## config.mk

```make
export PLATFORM = sky130hd
export DESIGN_NAME = knight_rider_mode_ctrl
export DESIGN_NICKNAME = d
export VERILOG_FILES = /design/src/rtl/knight_rider_mode_ctrl.sv
export SDC_FILE = /design/constraint.sdc
export NUM_CORES = 1
export LEC_CHECK = 0
export CORE_ASPECT_RATIO = 1.75
export CORE_MARGIN = 2
export CORE_UTILIZATION = 55
export DETAILED_ROUTE_END_ITERATION = 10
export DONT_BUFFER_PORTS = 1
export PLACE_DENSITY = 0.74
export SLEW_MARGIN = 25
export SYNTH_ARGS = -nofsm -noshare
export SYNTH_HDL_FRONTEND = slang
export SYNTH_SLANG_ARGS = --single-unit
```

## constraint.sdc

```tcl
create_clock -name clk -period 4.1 [get_ports clk]
set_clock_uncertainty 0.2 [all_clocks]
set_input_delay 1.23 -clock clk [delete_from_list [all_inputs] [get_ports clk]]
set_output_delay 1.23 -clock clk [all_outputs]
set_load 0.05 [all_outputs]
```

## src/rtl/knight_rider_mode_ctrl.sv

```systemverilog
// Configuration controller for the knight-rider scanner: debounces the rate,
// brightness and auto-demo buttons and holds the rate/brightness selections.
module knight_rider_mode_ctrl #(
  parameter int CLK_FREQ        = 6000,
  parameter int DEBOUNCE_CYCLES = CLK_FREQ / 200,
  parameter int AUTO_PERIOD     = CLK_FREQ * 2,
  parameter int RATE_W          = 2,
  parameter int BRIGHT_W        = 3
) (
  input  logic                clk,
  input  logic                reset,
  input  logic                btn_rate,
  input  logic                btn_bright,
  input  logic                btn_auto,
  output logic [RATE_W-1:0]   rate_sel,
  output logic [BRIGHT_W-1:0] bright_sel,
  output logic                auto_active,
  output logic                cfg_update
);

  localparam int CNT_W  = $clog2(DEBOUNCE_CYCLES);
  localparam int ACNT_W = $clog2(AUTO_PERIOD);
  localparam logic [CNT_W-1:0]  DB_LAST   = CNT_W'(DEBOUNCE_CYCLES - 1);
  localparam logic [ACNT_W-1:0] AUTO_LAST = ACNT_W'(AUTO_PERIOD - 1);

  typedef enum logic {
    MANUAL = 1'b0,
    AUTO   = 1'b1
  } mode_t;

  // Bit order: 0 = rate, 1 = brightness, 2 = auto-demo toggle
  logic [2:0] btn_raw;
  logic [2:0] press;

  assign btn_raw = {btn_auto, btn_bright, btn_rate};

  generate
    for (genvar gi = 0; gi < 3; gi++) begin : g_btn
      logic             sync1_reg;
      logic             sync2_reg;
      logic             db_reg;
      logic [CNT_W-1:0] cnt_reg;

      always_ff @(posedge clk) begin
        if (reset) begin
          sync1_reg <= 1'b0;
          sync2_reg <= 1'b0;
          db_reg    <= 1'b0;
          cnt_reg   <= '0;
        end else begin
          sync1_reg <= btn_raw[gi];
          sync2_reg <= sync1_reg;
          if (sync2_reg == db_reg) begin
            cnt_reg <= '0;
          end else if (cnt_reg == DB_LAST) begin
            db_reg  <= sync2_reg;
            cnt_reg <= '0;
          end else begin
            cnt_reg <= cnt_reg + 1'b1;
          end
        end
      end

      // Only the rising debounced transition is an event; release is silent
      assign press[gi] = (sync2_reg != db_reg) && (cnt_reg == DB_LAST) && sync2_reg;
    end
  endgenerate

  mode_t               mode_reg, mode_next;
  logic [RATE_W-1:0]   rate_reg, rate_next;
  logic [BRIGHT_W-1:0] bright_reg, bright_next;
  logic [ACNT_W-1:0]   auto_cnt_reg, auto_cnt_next;
  logic                cfg_update_reg, cfg_update_next;

  always_ff @(posedge clk) begin
    if (reset) begin
      mode_reg       <= MANUAL;
      rate_reg       <= '0;
      bright_reg     <= '1;
      auto_cnt_reg   <= '0;
      cfg_update_reg <= 1'b0;
    end else begin
      mode_reg       <= mode_next;
      rate_reg       <= rate_next;
      bright_reg     <= bright_next;
      auto_cnt_reg   <= auto_cnt_next;
      cfg_update_reg <= cfg_update_next;
    end
  end

  always_comb begin
    mode_next     = mode_reg;
    rate_next     = rate_reg;
    bright_next   = bright_reg;
    auto_cnt_next = auto_cnt_reg;

    // A manual press always wins: it cancels auto mode and any auto step
    if (press[0] || press[1]) begin
      mode_next = MANUAL;
      if (press[0]) rate_next = rate_reg + 1'b1;
      if (press[1]) bright_next = bright_reg + 1'b1;
    end else begin
      case (mode_reg)
        MANUAL: begin
          if (press[2]) begin
            mode_next     = AUTO;
            auto_cnt_next = '0;
          end
        end
        AUTO: begin
          if (press[2]) begin
            mode_next = MANUAL;
          end else if (auto_cnt_reg == AUTO_LAST) begin
            auto_cnt_next = '0;
            rate_next     = rate_reg + 1'b1;
            if (rate_reg == '1) bright_next = bright_reg + 1'b1;
          end else begin
            auto_cnt_next = auto_cnt_reg + 1'b1;
          end
        end
        default: mode_next = MANUAL;
      endcase
    end

    cfg_update_next = (rate_next != rate_reg) || (bright_next != bright_reg);
  end

  assign rate_sel    = rate_reg;
  assign bright_sel  = bright_reg;
  assign auto_active = (mode_reg == AUTO);
  assign cfg_update  = cfg_update_reg;

endmodule

```

==> flow_results.xml <==
<?xml version="1.0" encoding="UTF-8"?>
<metrics>
  <group name="clock_network">
    <metric name="post_cts_resize_count" unit="">0</metric>
    <metric name="cts.sink_count" unit="">45</metric>
    <metric name="clk_transition_reported_paths" unit="ps">90</metric>
    <metric name="latest_clock_arrival_within_the_worst_skew_pair" unit="ps">300</metric>
    <metric name="postCtsSetupBuffers" unit="">0</metric>
    <metric name="tritoncts.num_buffers" unit="">5</metric>
    <metric name="cts_htree_levels" unit="">2</metric>
    <metric name="ctsLongestPathBuffers" unit="">2</metric>
    <metric name="tritoncts" unit="">yes</metric>
    <metric name="ctsHoldBuffers" unit="">0</metric>
    <metric name="root_buffer" unit="">clkbuf_8</metric>
  </group>
  <group name="floorplan">
    <metric name="die-area" unit="um^2">4681</metric>
    <metric name="pin_count" unit="">12</metric>
    <metric name="core" unit="um^2">3904</metric>
    <metric name="fp_rows" unit="">30</metric>
    <metric name="floorplan.initialDensity" unit="%">58.21</metric>
    <metric name="die_y" unit="um">89.03</metric>
    <metric name="die_w" unit="um">52.59</metric>
  </group>
  <group name="synth">
    <metric name="synth_adder_area_share" unit="%">6.057</metric>
    <metric name="ys_seq_elements" unit="">45</metric>
    <metric name="share_of_synthesized_area_occupied_by_flip_flops_and_latches" unit="%">39.65</metric>
    <metric name="synth_nets" unit="">277</metric>
    <metric name="syn-cell-area" unit="um^2">2272</metric>
    <metric name="synthSimpleGateAreaFrac" unit="%">30.78</metric>
    <metric name="ys_warn_count" unit="">0</metric>
    <metric name="synth_cells" unit="">261</metric>
    <metric name="synth.lib_cells_used.distinct" unit="">53</metric>
    <metric name="synth-xor-area-share" unit="%">4.626</metric>
    <metric name="synthesized_area_fraction_occupied_by_ao_oa_aoi_and_oai_cells" unit="%">15.58</metric>
    <metric name="synth_enable_flop_cells" unit="">0</metric>
    <metric name="syn_avg_cell_area" unit="um^2">8.706</metric>
    <metric name="postSynth.asyncResetShare" unit="%">0</metric>
    <metric name="combinational_family_with_the_most_area_after_synthesis" unit="">simple AND/OR/NAND/NOR gates</metric>
    <metric name="yosys_most_used_dff" unit="">dfxtp_1</metric>
    <metric name="synth_mux_area_share" unit="%">0.4405</metric>
  </group>
  <group name="pwr">
    <metric name="clkPwrFrac" unit="%">42.6</metric>
    <metric name="power_frac_comb" unit="%">2.1</metric>
    <metric name="seq_power_share" unit="%">55.2</metric>
    <metric name="total_switching_power" unit="uW">172.2</metric>
    <metric name="leakage_power" unit="uW">0.0008743</metric>
    <metric name="swShare" unit="%">21.03</metric>
    <metric name="power_density_normalized_to_cell_area" unit="nW/um^2">337.6</metric>
    <metric name="p_int" unit="uW">646.6</metric>
    <metric name="max-vdd-ir-drop" unit="V">0.0004456</metric>
  </group>
  <group name="drt">
    <metric name="ant_nets" unit="">0</metric>
    <metric name="wl_per_cell" unit="um">15.46</metric>
    <metric name="post-route-drc-count" unit="">0</metric>
    <metric name="number_of_vias_after_detailed_routing" unit="">1915</metric>
    <metric name="wl_final" unit="mm">4.776</metric>
    <metric name="first_pass_iteration_count_of_the_detailed_router" unit="">4</metric>
    <metric name="drt_iter0_drc" unit="">74</metric>
    <metric name="via_per_inst" unit="">6.197</metric>
  </group>
  <group name="finish">
    <metric name="final_common_cell" unit="">dfxtp_1</metric>
    <metric name="nets_finish" unit="">276</metric>
    <metric name="drive_above_1_share" unit="%">7.663</metric>
    <metric name="final.fill_count" unit="">356</metric>
    <metric name="final_util" unit="%">62.12</metric>
    <metric name="antenna_cells_inserted" unit="">0</metric>
    <metric name="most-common-layout-cells" unit="">dfxtp_1, nand3_1, nor2_1</metric>
    <metric name="max_reg_flops" unit="">15</metric>
    <metric name="syn2layout_area_growth" unit="%">6.718</metric>
  </group>
  <group name="placement">
    <metric name="final_weighted_congestion_in_routability_driven_placement" unit="">0.8584</metric>
    <metric name="dpl.hpwl" unit="mm">3.527</metric>
    <metric name="detailedPlace.worstSlack" unit="ps">1258</metric>
    <metric name="placement.io_buffers" unit="">0</metric>
  </group>
  <group name="sta">
    <metric name="final_hold_violation_count" unit="">0</metric>
    <metric name="rsz0062_at_grt" unit="">no</metric>
    <metric name="report.final.setup_viol" unit="">0</metric>
    <metric name="setup-tns-final" unit="ps">0</metric>
    <metric name="tightest_slew" unit="ps">708.6</metric>
    <metric name="fin_ws" unit="ps">1248</metric>
    <metric name="final-max-slew-violation-count" unit="">0</metric>
    <metric name="final.period_utilization" unit="%">69.57</metric>
    <metric name="layout_min_cycle_time" unit="ps">2852</metric>
    <metric name="max_clock_freq" unit="MHz">350.6</metric>
    <metric name="slew_headroom" unit="%">52.24</metric>
  </group>
  <group name="worst_setup_path">
    <metric name="worstPathRequired" unit="ps">4130</metric>
    <metric name="reg2reg_depth" unit="">8</metric>
    <metric name="critPathCaptureType" unit="">register</metric>
    <metric name="worst_r2r_startpoint" unit="">g_btn[2].cnt_reg[0]</metric>
    <metric name="worstSetupEndpoint" unit="">auto_cnt_reg[7]</metric>
    <metric name="worst-r2r-setup-slack" unit="ps">1250</metric>
    <metric name="critical_path_peak_fanout" unit="">17</metric>
    <metric name="crit_start" unit="">g_btn[2].cnt_reg[0]</metric>
    <metric name="critical-path-slowest-cell" unit="">or4_1</metric>
    <metric name="critical-path-max-stage-delay" unit="ps">590</metric>
    <metric name="timing.critical_path.from_type" unit="">register</metric>
    <metric name="worst_r2r_endpoint" unit="">auto_cnt_reg[7]</metric>
    <metric name="crit_type" unit="">reg2reg</metric>
    <metric name="worst_path_cell_chain" unit="">ha_1 -&gt; nand4_1 -&gt; or2_2 -&gt; ha_1 -&gt; nor2_1 -&gt; o221ai_2 -&gt; or4_1 -&gt; a21oi_1</metric>
    <metric name="critical_path.most_common_cell" unit="">ha_1</metric>
    <metric name="arrival" unit="ps">2880</metric>
  </group>
  <group name="grt">
    <metric name="total_global_routing_overflow" unit="">0</metric>
    <metric name="grt_antenna_before_repair" unit="">0</metric>
    <metric name="gr-usage-all-layers" unit="%">22.43</metric>
    <metric name="grt_max_degree" unit="">30</metric>
    <metric name="vias_in_the_first_global_route" unit="">1782</metric>
    <metric name="global_route_wire_length_before_repair" unit="mm">7.886</metric>
  </group>
  <group name="flow_run">
    <metric name="drv.max_cap_violation_count" unit="">0</metric>
  </group>
  <group name="hold_path">
    <metric name="timing.hold.worst.start" unit="">g_btn[0].sync1_reg</metric>
    <metric name="hp-class" unit="">reg2reg</metric>
  </group>
  <group name="outcome">
    <metric name="outcome" unit="">finished clean</metric>
  </group>
</metrics>
metal layers:
metal	GRT usage, %	vias up	wire length (um)
met5	0	-	0
met4	10.96	0	162
met3	3.512	11	106
met2	40.23	37	2514
met1	25.03	904	1993
li1	-	963	-
critical path, delay by kind of cell, from the launching register on:
family	cells	cell delay (ps)
adder cells (fa/ha/maj)	2	350
AO/OA/AOI/OAI	2	500
flip-flops	1	380
AND/OR/NAND/NOR	4	1370
kinds of logic after synthesis:
logic type	after synthesis
AOI/OAI and AO/OA	52
muxes	1
and+or+nand+nor	124
DFF	45
buffers and inverters	16
adders and majority gates	11
xor gates and xnor gates	12
through the flow:
step	hold slack, ps	instances	area, um^2	total power (uW)
2_1_floorplan	213.8	261	2272	478.5
3_3_place_gp	215.2	301	2297	479.7
3_5_place_dp	231.2	301	2305	480.1
4_1_cts	248.7	309	2425	824.5
5_1_grt	259.2	309	2425	847.2
6_report	241.2	309	2425	818.7
area by class of cell:
type / instances / area (um^2) / area share (%)
clock buffer: 6 / 82.58 / 3.406
inverter: 8 / 30.03 / 1.238
clock inverter: 2 / 37.54 / 1.548
multi-input combinational: 200 / 1314 / 54.18
sequential: 45 / 900.9 / 37.15
tap: 48 / 60.06 / 2.477
power by group through the flow:
stage	Combinational [uW]	Sequential, uW	Clock, uW
final	17.6	452	349
after global routing	20.1	453	374
after CTS	17.5	452	355
after detailed placement	17.5	463	0
after global placement	17.2	462	0
after floorplan	17.4	461	0
how the worst min path moves through the flow:
stage,end,slack (ps),depth (start not counted)
2_1_floorplan,g_btn[0].sync2_reg,210,1
3_3_place_gp,g_btn[1].sync2_reg,220,1
3_5_place_dp,g_btn[0].sync2_reg,230,1
4_1_cts,g_btn[0].sync2_reg,250,1
5_1_grt,g_btn[0].sync2_reg,260,1
6_report,g_btn[0].sync2_reg,240,1
cells in the mapped netlist, types with 6 or more instances:
cell type / number / share of area, %
nand3_1: 25 / 5.5
ha_1: 11 / 6.1
nand2_1: 18 / 3.0
inv_1: 7 / 1.2
nor2_1: 24 / 4.0
nor2b_1: 11 / 3.0
or4_1: 6 / 2.0
nand4_1: 7 / 1.9
o21ai_0: 8 / 1.8
a21oi_1: 16 / 3.5
dfxtp_1: 45 / 40
xor2_1: 9 / 3.5
(Power assumes the default switching activity.)
